===== src/rtl/mul_shift_unit_if.sv =====
// Handshake and operand bus between the processor controller and the
// multi-cycle multiply/shift unit.
interface mul_shift_unit_if;
  logic       start;
  logic [2:0] opcode;
  logic [7:0] data1;
  logic [7:0] data2;
  logic       busy;
  logic       done;
  logic [7:0] result;
  logic       error;

  // Controller side: issues operations and watches for completion.
  modport master (
    output start, opcode, data1, data2,
    input  busy, done, result, error
  );

  // Arithmetic unit side.
  modport slave (
    input  start, opcode, data1, data2,
    output busy, done, result, error
  );
endinterface


===== src/rtl/mul_shift_unit.sv =====
// Multi-cycle 8-bit multiply (shift-and-add) and shift/rotate unit.
// One bit of work per clock in RUN; result is presented with a one-cycle
// DONE pulse and then held until the next completed operation.
module mul_shift_unit (
  input  logic              clk,
  input  logic              reset,   // asynchronous, active-low
  mul_shift_unit_if.slave   bus
);

  localparam logic [2:0] OP_MUL = 3'b000;
  localparam logic [2:0] OP_SLL = 3'b001;
  localparam logic [2:0] OP_SRL = 3'b010;
  localparam logic [2:0] OP_SRA = 3'b011;
  localparam logic [2:0] OP_ROR = 3'b100;

  typedef enum logic [1:0] {
    IDLE    = 2'd0,
    RUN     = 2'd1,
    DONE_ST = 2'd2
  } state_t;

  state_t     state_reg;
  logic [7:0] a_reg;
  logic [7:0] b_reg;
  logic [7:0] p_reg;
  logic [2:0] op_reg;
  logic [3:0] count_reg;
  logic [7:0] result_reg;
  logic       error_reg;

  logic [3:0] n_load;
  logic       op_valid;
  logic [7:0] a_step;
  logic [7:0] b_step;
  logic [7:0] p_step;

  // Step count for the operation being offered on the bus; the full 8 bits
  // of the shift amount take part before clamping or wrapping.
  always_comb begin
    n_load   = 4'd0;
    op_valid = 1'b1;
    case (bus.opcode)
      OP_MUL:                 n_load = 4'd8;
      OP_SLL, OP_SRL, OP_SRA: n_load = (bus.data2 >= 8'd8) ? 4'd8 : bus.data2[3:0];
      OP_ROR:                 n_load = {1'b0, bus.data2[2:0]};
      default: begin
        n_load   = 4'd0;
        op_valid = 1'b0;
      end
    endcase
  end

  // Next values of the working registers for one RUN step.
  always_comb begin
    a_step = a_reg;
    b_step = b_reg;
    p_step = p_reg;
    case (op_reg)
      OP_MUL: begin
        p_step = b_reg[0] ? (p_reg + a_reg) : p_reg;
        a_step = {a_reg[6:0], 1'b0};
        b_step = {1'b0, b_reg[7:1]};
      end
      OP_SLL:  a_step = {a_reg[6:0], 1'b0};
      OP_SRL:  a_step = {1'b0, a_reg[7:1]};
      OP_SRA:  a_step = {a_reg[7], a_reg[7:1]};
      OP_ROR:  a_step = {a_reg[0], a_reg[7:1]};
      default: a_step = a_reg;
    endcase
  end

  // Control FSM and datapath registers; RESULT/ERROR load on entry to DONE_ST.
  always_ff @(posedge clk or negedge reset) begin
    if (!reset) begin
      state_reg  <= IDLE;
      a_reg      <= 8'h00;
      b_reg      <= 8'h00;
      p_reg      <= 8'h00;
      op_reg     <= 3'b000;
      count_reg  <= 4'd0;
      result_reg <= 8'h00;
      error_reg  <= 1'b0;
    end else begin
      case (state_reg)
        IDLE: begin
          if (bus.start) begin
            a_reg     <= bus.data1;
            b_reg     <= bus.data2;
            op_reg    <= bus.opcode;
            p_reg     <= 8'h00;
            count_reg <= n_load;
            if (n_load != 4'd0) begin
              state_reg <= RUN;
            end else begin
              // Zero-length shift or invalid opcode: finish without RUN.
              state_reg  <= DONE_ST;
              result_reg <= op_valid ? bus.data1 : 8'h00;
              error_reg  <= ~op_valid;
            end
          end
        end
        RUN: begin
          a_reg     <= a_step;
          b_reg     <= b_step;
          p_reg     <= p_step;
          count_reg <= count_reg - 4'd1;
          if (count_reg == 4'd1) begin
            state_reg  <= DONE_ST;
            result_reg <= (op_reg == OP_MUL) ? p_step : a_step;
            error_reg  <= 1'b0;
          end
        end
        DONE_ST: begin
          state_reg <= IDLE;
          error_reg <= 1'b0;
        end
        default: state_reg <= IDLE;
      endcase
    end
  end

  assign bus.busy   = (state_reg == RUN);
  assign bus.done   = (state_reg == DONE_ST);
  assign bus.result = result_reg;
  assign bus.error  = error_reg;

endmodule


===== src/flat_wrapper.sv =====
// flat-port wrapper written by rule: the top's interface ports become plain ports
module mul_shift_unit_flat 
  (clk, reset, bus_start, bus_opcode, bus_data1, bus_data2, bus_busy, bus_done, bus_result, bus_error);
  mul_shift_unit_if bus_i ();
  input  logic clk;
  input  logic reset;
  input wire logic [$bits(bus_i.start)-1:0] bus_start;
  input wire logic [$bits(bus_i.opcode)-1:0] bus_opcode;
  input wire logic [$bits(bus_i.data1)-1:0] bus_data1;
  input wire logic [$bits(bus_i.data2)-1:0] bus_data2;
  output wire logic [$bits(bus_i.busy)-1:0] bus_busy;
  output wire logic [$bits(bus_i.done)-1:0] bus_done;
  output wire logic [$bits(bus_i.result)-1:0] bus_result;
  output wire logic [$bits(bus_i.error)-1:0] bus_error;
  assign bus_i.start = bus_start;
  assign bus_i.opcode = bus_opcode;
  assign bus_i.data1 = bus_data1;
  assign bus_i.data2 = bus_data2;
  assign bus_busy = bus_i.busy;
  assign bus_done = bus_i.done;
  assign bus_result = bus_i.result;
  assign bus_error = bus_i.error;
  mul_shift_unit u_core (.clk(clk), .reset(reset), .bus(bus_i));
endmodule

===== config.mk =====
export PLATFORM = sky130hd
export DESIGN_NAME = mul_shift_unit_flat
export DESIGN_NICKNAME = d
export VERILOG_FILES = /design/src/rtl/mul_shift_unit_if.sv /design/src/rtl/mul_shift_unit.sv /design/src/flat_wrapper.sv
export SDC_FILE = /design/constraint.sdc
export NUM_CORES = 1
export LEC_CHECK = 0
export CORE_MARGIN = 3
export CORE_UTILIZATION = 55
export DETAILED_ROUTE_END_ITERATION = 8
export PLACE_DENSITY = 0.79
export SYNTH_ARGS = -nofsm -noshare
export SYNTH_HDL_FRONTEND = slang
export SYNTH_SLANG_ARGS = --single-unit

===== constraint.sdc =====
create_clock -name clk -period 4.2 [get_ports clk]
set_clock_uncertainty 0.2 [all_clocks]
set_input_delay 0.84 -clock clk [delete_from_list [all_inputs] [get_ports clk]]
set_output_delay 0.84 -clock clk [all_outputs]
set_load 0.01 [all_outputs]

==> results_dict.tcl, run 1 <==
set metrics [dict create \
    drv_slew 0 \
    p_leak_nw 1.38 \
    fin_nets 369 \
    first_iter_violations 213 \
    place_congestion 0.898 \
    ys_top_cells_by_area "dfrtp_1 38%, mux2i_1 7.9%, ha_1 5.8%" \
    synth_edf_count 0 \
    rr_startpoint "u_core.state_reg[1]$_DFFE_PN0P_" \
    reg2reg_to "u_core.bus.result[4]$_DFFE_PN0P_" \
    cp-endpoint "bus_busy" \
    rows 25 \
    tightest_slew_ps 944 \
    period_share 0.739 \
    die_h_um 77.3 \
    syn-cell-area_sq_um 2800 \
    rsz0062_at_grt "false" \
    hpwlAfterDp_um 4840 \
    path_depth 3 \
    grt_pass1_vias 2340 \
    cts_setup_buffers 0 \
    cts_hold_buffers 0 \
    slew_headroom 0.371 \
    final.setup.worst_slack_ps 1100 \
    vias 2437 \
    path_cells "inv_1, ha_2, clkdlybuf4s50_1" \
    cts.reportedPaths.clkPinSlew_ps 80 \
    dieWidth_um 77.3 \
    power.density_nw_per_um2 810 \
    htree_levels 2 \
    p_seq_frac 0.317 \
    area.growth.synth_to_final_pct 16.0 \
    dieArea_sq_um 5980 \
    drt_wl_total_um 6740 \
    pre_cts_slack_ps 856 \
    synth_top_flop_cell "dfrtp_1" \
    yosysTopAreaCell "dfrtp_1" \
    vias_per_cell 6.08 \
    numCtsBuffers 5 \
    fill_cells 397 \
    syn_area_per_cell_sq_um 9.06 \
    crit_path_max_fanout 32 \
    synth_common_cells "42 x dfrtp_1, 34 x nand2_1, 26 x o21ai_0" \
    power_mw 2.63 \
    vdd_ir_drop_max_uv 454 \
    rrSetupSlack_ps 1520 \
    cp-start-kind "flip-flop" \
    syn_inst 309 \
    portBuffers 32 \
    cpPeakStageDelay_ps 660 \
    ff2ff_path_depth 6 \
    swShare 0.461 \
    synthesis.nets 345 \
    wl_per_cell_um 16.8 \
    hold_class "reg2reg" \
    cts_resized 0 \
    arrival_ps 2060 \
    criticalPathCategory "reg2out" \
    synth-async-reset-ratio 1.00 \
    first_pass_iters 5 \
    endpoint_kind "primary output" \
    clk_path_buf_depth 2 \
    clock-sinks 42 \
    required_ps 3160 \
    min_period_ps 3100 \
    grt_max_degree 43 \
    yosys_warnings 0 \
    ios 33 \
    max_freq_mhz 322 \
    p_sw_mw 1.21 \
    ys_seq_area_frac 0.376 \
    status "finished, final reports clean" \
    cts_tree "done" \
    clkPwrFrac 0.121 \
    grtUsageTotal 0.239 \
    ant_nets 0 \
    synth_cell_types 54 \
    drc 0 \
    synth_top_area_share 0.376 \
    p_int_mw 1.42 \
    clock_latency_ps 300 \
    cp_top_family "buffers and inverters" \
    drv_cap 0 \
    synth_seq_cells 42 \
    start_util 0.581 \
    hold_viol 0 \
    critical_path.slowest_cell "clkdlybuf4s50_1" \
    n_antenna_cell 0 \
    grt_pass1_wl_um 11500 \
    antenna_found_initial 0 \
    core_sq_um 4820 \
    crit_buf_inv 2 \
    setup_violations 0 \
    root_buffer "clkbuf_8" \
    final.setup.tns_ps 0 \
    worstSetupStartpoint "u_core.state_reg[1]$_DFFE_PN0P_" \
    grt.overflow.total 0 \
    combPwrFrac 0.562 \
    drive_gt1_frac 0.0659 \
    yosysMostFrequentCell "dfrtp_1" \
]
[worst reg2reg max path, delay by kind of cell (launching register included)]
family          cells  cell delay, ps
compound gates      3            1100
fa+ha+maj           1             600
buf+inv             1             110
flops               1             400
simple gates        1             170
[cells by family after synthesis]
family,after synthesis,synth area share
compound gates,108,0.253
xor+xnor,6,0.0188
fa+ha+maj,14,0.0653
buf+inv,26,0.0376
flops,42,0.376
mux,27,0.0988
simple gates,86,0.151
[per-layer routing]
metal,part of all wire,GRT usage
met3,0.064,0.0510
met2,0.43,0.341
met1,0.49,0.361
met4,0.013,0.0783
met5,0,0
[power by group through the flow]
stage                     registers (mW)  clock network (mW)  logic, mW
final                              0.835               0.319       1.48
after detailed placement           0.834                   0       1.46
after floorplan                    0.746                   0       1.15
after CTS                          0.828               0.328       1.47
after global routing               0.863               0.340       1.67
after global placement             0.829                   0       1.42
[cells in the final DEF, fill, tap and decap left out, types with 3 or more instances in the layout]
cell,count
mux2i_1,22
clkdlybuf4s50_1,31
nand3_1,6
nand2_1,34
dfrtp_1,42
xnor2_1,3
nor2b_1,4
o21ai_1,7
ha_1,12
a22o_1,8
a21oi_1,20
nand2b_1,4
a41oi_1,3
o21ai_0,26
a31oi_1,5
a21o_1,4
nor2_1,18
mux2_2,5
xor2_1,3
inv_1,10
or3_1,3
a211oi_1,3
o22ai_1,5
o211ai_1,8
clkbuf_8,5
[how the worst min path moves through the flow]
stage	from	end	slack [ps]	depth (start not counted)
2_1_floorplan	u_core.b_reg[1]$_DFFE_PN0P_	u_core.b_reg[1]$_DFFE_PN0P_	250	2
3_3_place_gp	u_core.b_reg[3]$_DFFE_PN0P_	u_core.b_reg[3]$_DFFE_PN0P_	270	2
3_5_place_dp	u_core.b_reg[4]$_DFFE_PN0P_	u_core.b_reg[4]$_DFFE_PN0P_	280	2
4_1_cts	u_core.b_reg[4]$_DFFE_PN0P_	u_core.b_reg[4]$_DFFE_PN0P_	290	2
5_1_grt	u_core.b_reg[5]$_DFFE_PN0P_	u_core.b_reg[5]$_DFFE_PN0P_	320	2
6_report	u_core.b_reg[4]$_DFFE_PN0P_	u_core.b_reg[4]$_DFFE_PN0P_	280	2
[final cells by class]
type                       count  area, sq um  share of cell area
clock buffer                   7         76.3              0.0235
clock inverter                 1         30.0             0.00925
inverter                      10         37.5              0.0116
multi-input combinational    241         1650               0.507
sequential                    42         1050               0.324
tap                           67         83.8              0.0258
timing repair buffer          33          323              0.0994
[through the flow]
step                instance area (sq um)  utilization  hold slack (ps)  cells
finish                               3250        0.674              284    401
global placement                     3140        0.652              265    393
CTS                                  3250        0.674              294    401
detailed placement                   3140        0.652              275    393
floorplan                            2800            -              250    309
global route                         3250        0.674              320    401
Note: power is estimated with default switching activity, not from simulation.
==> run 2: changes to the inputs <==
clock period = 3.3 ns   (was 4.2 ns; I/O delays follow)
==> run 2 against run 1 <==
  * Clock-buffer cell count fell by 1
  * Routed wire length rose by 0.33%
  * Total power rose by 26%
  * Sequential power rose by 25%
  * Worst setup slack got worse by 640 ps
  * Hold slack improved by 6.9 ps
  * Sequential share of layout area fell by 0.099 points
  * Non-clock buffer count rose by 4
  * Die area did not move
  * Cell area rose by 0.31%
  * Largest power group unchanged
==> results_dict.tcl, run 2 (synthesis results as in run 1) <==
set metrics [dict create \
    vias 2467 \
    cp-endpoint "bus_busy" \
    clock_latency_ps 300 \
    max_freq_mhz 352 \
    first_pass_iters 5 \
    ant_nets 0 \
    cts_resized 0 \
    clkPwrFrac 0.101 \
    fin_hold_ws_ps 290 \
    drive_gt1_frac 0.0799 \
    cpPeakStageDelay_ps 640 \
    cp-start-kind "flip-flop" \
    cp_top_family "buffers and inverters" \
    numCtsBuffers 5 \
    portBuffers 32 \
    vias_per_cell 6.09 \
    p_sw_mw 1.57 \
    seq_area_sq_um 1050 \
    dieWidth_um 77.3 \
    arrival_ps 1980 \
    cts_setup_buffers 0 \
    gr-usage-met1 0.367 \
    clk_path_buf_depth 2 \
    rows 25 \
    cts_hold_buffers 0 \
    status "finished, final reports clean" \
    cts.reportedPaths.clkPinSlew_ps 90 \
    crit_path_max_fanout 26 \
    place_area_sq_um 3170 \
    drv_slew 0 \
    power.density_nw_per_um2 1020 \
    fin_nets 373 \
    first_iter_violations 176 \
    antenna_found_initial 0 \
    swShare 0.472 \
    p_int_mw 1.76 \
    period_share 0.862 \
    hold_viol 0 \
    core_sq_um 4820 \
    wl_per_cell_um 16.7 \
    grt.overflow.total 0 \
    rr_startpoint "u_core.a_reg[1]$_DFFE_PN0P_" \
    vdd_ir_drop_max_uv 709 \
    required_ps 2440 \
    drc 0 \
    clock-sinks 42 \
    path_cells "inv_1, ha_2, clkdlybuf4s50_1" \
    multi_input_area_sq_um 1650 \
    setup_violations 0 \
    place_congestion 0.920 \
    start_util 0.581 \
    hpwlAfterDp_um 4910 \
    dieArea_sq_um 5980 \
    met3_usage 0.0418 \
    grt_max_degree 43 \
    final.setup.worst_slack_ps 455 \
    final.setup.tns_ps 0 \
    min_period_ps 2840 \
    path_depth 3 \
    rsz0062_at_grt "false" \
    p_seq_frac 0.314 \
    cts_tree "done" \
    endpoint_kind "primary output" \
    layout_commonest_cell "dfrtp_1" \
    crit_buf_inv 2 \
    fin_util 0.676 \
    critical_path.slowest_cell "clkdlybuf4s50_1" \
    drt_wl_total_um 6760 \
    fin_area_sq_um 3260 \
    rrSetupSlack_ps 620 \
    grt_pass1_wl_um 11300 \
    root_buffer "clkbuf_8" \
    worstSetupStartpoint "u_core.state_reg[1]$_DFFE_PN0P_" \
    grtUsageTotal 0.237 \
    pre_cts_slack_ps 162 \
    fill_cells 416 \
    ff2ff_path_depth 7 \
    tightest_slew_ps 944 \
    slew_headroom 0.370 \
    combPwrFrac 0.585 \
    top_usage_layer "met1" \
    reg2reg_to "u_core.bus.result[7]$_DFFE_PN0P_" \
    criticalPathCategory "reg2out" \
    n_antenna_cell 0 \
    grt_pass1_vias 2304 \
    die_h_um 77.3 \
    htree_levels 2 \
    ios 33 \
    p_leak_nw 1.39 \
    drv_cap 0 \
    final_cell_mix "42 x dfrtp_1, 34 x nand2_1, 31 x clkdlybuf4s50_1, 26 x o21ai_0, 22 x mux2i_1" \
    globalRouteMet2Util 0.337 \
    hold_class "reg2reg" \
    area.growth.synth_to_final_pct 16.4 \
]
## run 2: routing by layer
| layer | up-vias | wire, um |
|---|---|---|
| met3 | 12 | 429 |
| met4 | 0 | 88 |
| met2 | 92 | 2930 |
| met5 | - | 0 |
| li1 | 1197 | - |
| met1 | 1166 | 3320 |
## run 2: area by class of cell
| class | instances | area share |
|---|---|---|
| multi-input combinational | 241 | 0.505 |
| sequential | 42 | 0.323 |
| timing repair buffer | 37 | 0.108 |
| tap | 67 | 0.0257 |
| clock buffer | 6 | 0.0223 |
| inverter | 10 | 0.0115 |
| clock inverter | 2 | 0.00423 |
## run 2: worst register-to-register path, delay by kind of cell, from the launching register on
kind / cells / cell delay [ps]
xor+xnor: 1 / 190
flops: 1 / 490
compound gates: 4 / 870
simple gates: 1 / 520
fa+ha+maj: 1 / 340
## run 2: stage by stage
step | cells | total power [mW]
global placement | 397 | 2.90
floorplan | 309 | 2.41
detailed placement | 397 | 2.96
CTS | 405 | 3.31
global route | 405 | 3.62
finish | 405 | 3.32
## run 2: worst min path at each step
stage                                            from                           to  slack (ps)  depth (start not counted)
final                     u_core.b_reg[2]$_DFFE_PN0P_  u_core.b_reg[2]$_DFFE_PN0P_         290                          2
after global routing      u_core.b_reg[4]$_DFFE_PN0P_  u_core.b_reg[4]$_DFFE_PN0P_         340                          2
after CTS                 u_core.b_reg[2]$_DFFE_PN0P_  u_core.b_reg[2]$_DFFE_PN0P_         290                          2
after detailed placement  u_core.b_reg[2]$_DFFE_PN0P_  u_core.b_reg[2]$_DFFE_PN0P_         270                          2
after global placement    u_core.b_reg[3]$_DFFE_PN0P_  u_core.b_reg[3]$_DFFE_PN0P_         260                          2
after floorplan                                 reset  u_core.a_reg[0]$_DFFE_PN0P_         160                          0
## run 2: power by group through the flow
| stage | sequential, mW | clock, mW | combinational, mW |
|---|---|---|---|
| after CTS | 1.03 | 0.347 | 1.93 |
| after global routing | 1.08 | 0.376 | 2.17 |
| after floorplan | 0.950 | 0 | 1.46 |
| after detailed placement | 1.04 | 0 | 1.91 |
| final | 1.04 | 0.337 | 1.94 |
| after global placement | 1.03 | 0 | 1.86 |
==> run 3: changes to the inputs <==
GPL_ROUTABILITY_DRIVEN = 0   (was not set)
==> results of run 3 <==
The final DEF is identical to that of run 2; final timing and power are the same.
==> patch (config.mk and constraints of run 2) <==
Re-encode `state_t` (3 states) as one-hot, 3 bits wide.
--- a/src/rtl/mul_shift_unit.sv
+++ b/src/rtl/mul_shift_unit.sv
@@ -13,10 +13,10 @@
   localparam logic [2:0] OP_SRA = 3'b011;
   localparam logic [2:0] OP_ROR = 3'b100;
 
-  typedef enum logic [1:0] {
-    IDLE    = 2'd0,
-    RUN     = 2'd1,
-    DONE_ST = 2'd2
+  typedef enum logic [2:0] {
+    IDLE    = 3'b001,
+    RUN     = 3'b010,
+    DONE_ST = 3'b100
   } state_t;
 
   state_t     state_reg;
Function: no difference found for any inputs over 10 cycles, from zero or initial values and one cycle with reset low; not proved beyond that.
==> patch against run 2 <==
Synthesized cell count up 3.9%. Core utilization hardly changed. Largest power group unchanged. Cell area grew 0.58%. Wire length decreased by 2.9%. Sequential cell count is 1 higher. Area after synthesis grew 0.63%. Sequential power increased by 4%. Count of clock-buffer cells in the layout decreased by 1. Critical path depth is 1 higher. Setup slack better by 0.17 ns. Power fell by 7.8%.
==> patch: results (changes against run 2) <==
[synth]
synthCells=321  ; was 309
synth_cell_types=65  ; was 54
syn_nets=353  ; was 345
ys_top_cells_by_area=dfrtp_1, nand2_1, ha_1, nor2_1, mux2i_1  ; was dfrtp_1, mux2i_1, ha_1, o21ai_0, nand2_1
synth_common_cells=dfrtp_1, nand2_1, nor2_1, o21ai_1, o21ai_0  ; was dfrtp_1, nand2_1, o21ai_0, mux2i_1, a21oi_1
yosys_warnings=0  ; unchanged
ys_seq_area_frac=0.382  ; was 0.376

[sta]
hold_violations=0  ; unchanged
worst_slew_pin_slew_ns=0.971  ; was 0.944 ns

[grt]
grt_max_degree=44  ; was 43
grt_usage=0.229  ; was 0.237
grt_pass1_vias=2286  ; was 2304
grt_pass1_wl_mm=11.1  ; was 11.3 mm

[route]
via_per_inst=6.03  ; was 6.09
firstDrtPassIters=4  ; was 5
drt_iter0_markers=174  ; was 176
routedWlPerCell_um=15.9  ; was 16.7 um
totalWireLength_mm=6.57  ; was 6.76 mm

[critical_path]
cp_slowest_stage_delay_ns=0.53  ; was 0.64 ns
cp.arrival_ns=1.82  ; was 1.98 ns
crit_family=buffers and inverters  ; unchanged
cp-startpoint=u_core.state_reg[2]$_DFFE_PN0P_  ; was u_core.state_reg[1]$_DFFE_PN0P_
cp_max_fo=11  ; was 26

[placed_design]
dp_slack_ns=0.349  ; was 0.162 ns
place.gp.congestion=0.842  ; was 0.920
dpl.hpwl_mm=4.86  ; was 4.91 mm

[status]
status=finished, final reports clean  ; unchanged

[power]
ir_drop_mv=0.408  ; was 0.709 mV
power_leakage_nw=1.37  ; was 1.39 nW

[layout]
drive_gt1_frac=0.0778  ; was 0.0799
nNetsFinal=378  ; was 373
fillers=430  ; was 416

[hold_path]
holdCritPathClass=input port to asynchronous set/reset pin  ; was flop to flop

[clocking]
clock-root-buffer=clkbuf_8  ; unchanged

patch: cells by family (layout without fill, tap and decap cells):
| group | count (synthesis) | after routing | share of synthesized area |
|---|---|---|---|
| flops | 43 | 43 | 0.382 |
| xor+xnor | 7 | 7 | 0.0218 |
| buf+inv | 27 | 53 | 0.0413 |
| fa+ha+maj | 10 | 10 | 0.0471 |
| simple gates | 110 | 110 | 0.195 |
| mux | 14 | 14 | 0.0515 |
| compound gates | 110 | 110 | 0.261 |
patch: final timing paths:
path | cells after the start | slack [ns] | to
worst max-delay path | 4 | 0.62 | bus_busy
worst min-delay path | 1 | 0.29 | u_core.bus.error$_DFFE_PN0P_
worst max register to register | 7 | 0.80 | u_core.bus.result[7]$_DFFE_PN0P_
worst min register to register | 1 | 0.30 | u_core.bus.result[3]$_DFFE_PN0P_
max in group asynchronous | 1 | 1.98 | u_core.b_reg[0]$_DFFE_PN0P_
min in group clk | 1 | 0.30 | u_core.bus.result[3]$_DFFE_PN0P_
patch: layout make-up:
type | instances | area share
multi-input combinational | 251 | 0.495
sequential | 43 | 0.329
tap | 67 | 0.0256
timing repair buffer | 36 | 0.105
clock inverter | 3 | 0.0134
clock buffer | 5 | 0.0210
inverter | 9 | 0.0103
patch: where the power goes:
group	switching (mW)	leakage [nW]	internal (mW)
logic	0.835	0.793	0.731
clock network	0.193	0.0581	0.226
registers	0.320	0.524	0.763
patch: metrics by stage:
stage          total power, mW  utilization  area (um^2)
6_report                  3.07        0.676         3280
5_1_grt                   3.34        0.676         3280
2_1_floorplan             2.19            -         2820
3_5_place_dp              2.64        0.652         3160
3_3_place_gp              2.59        0.652         3160
4_1_cts                   3.07        0.676         3280
patch: layer usage:
metal,part of all wire,wire (um),global-route usage,up-vias
li1,-,-,-,1223
met3,0.047,308,0.0464,9
met2,0.47,3060,0.357,72
met4,0.012,82,0.0605,0
met1,0.48,3120,0.325,1194
met5,0,0,0,-
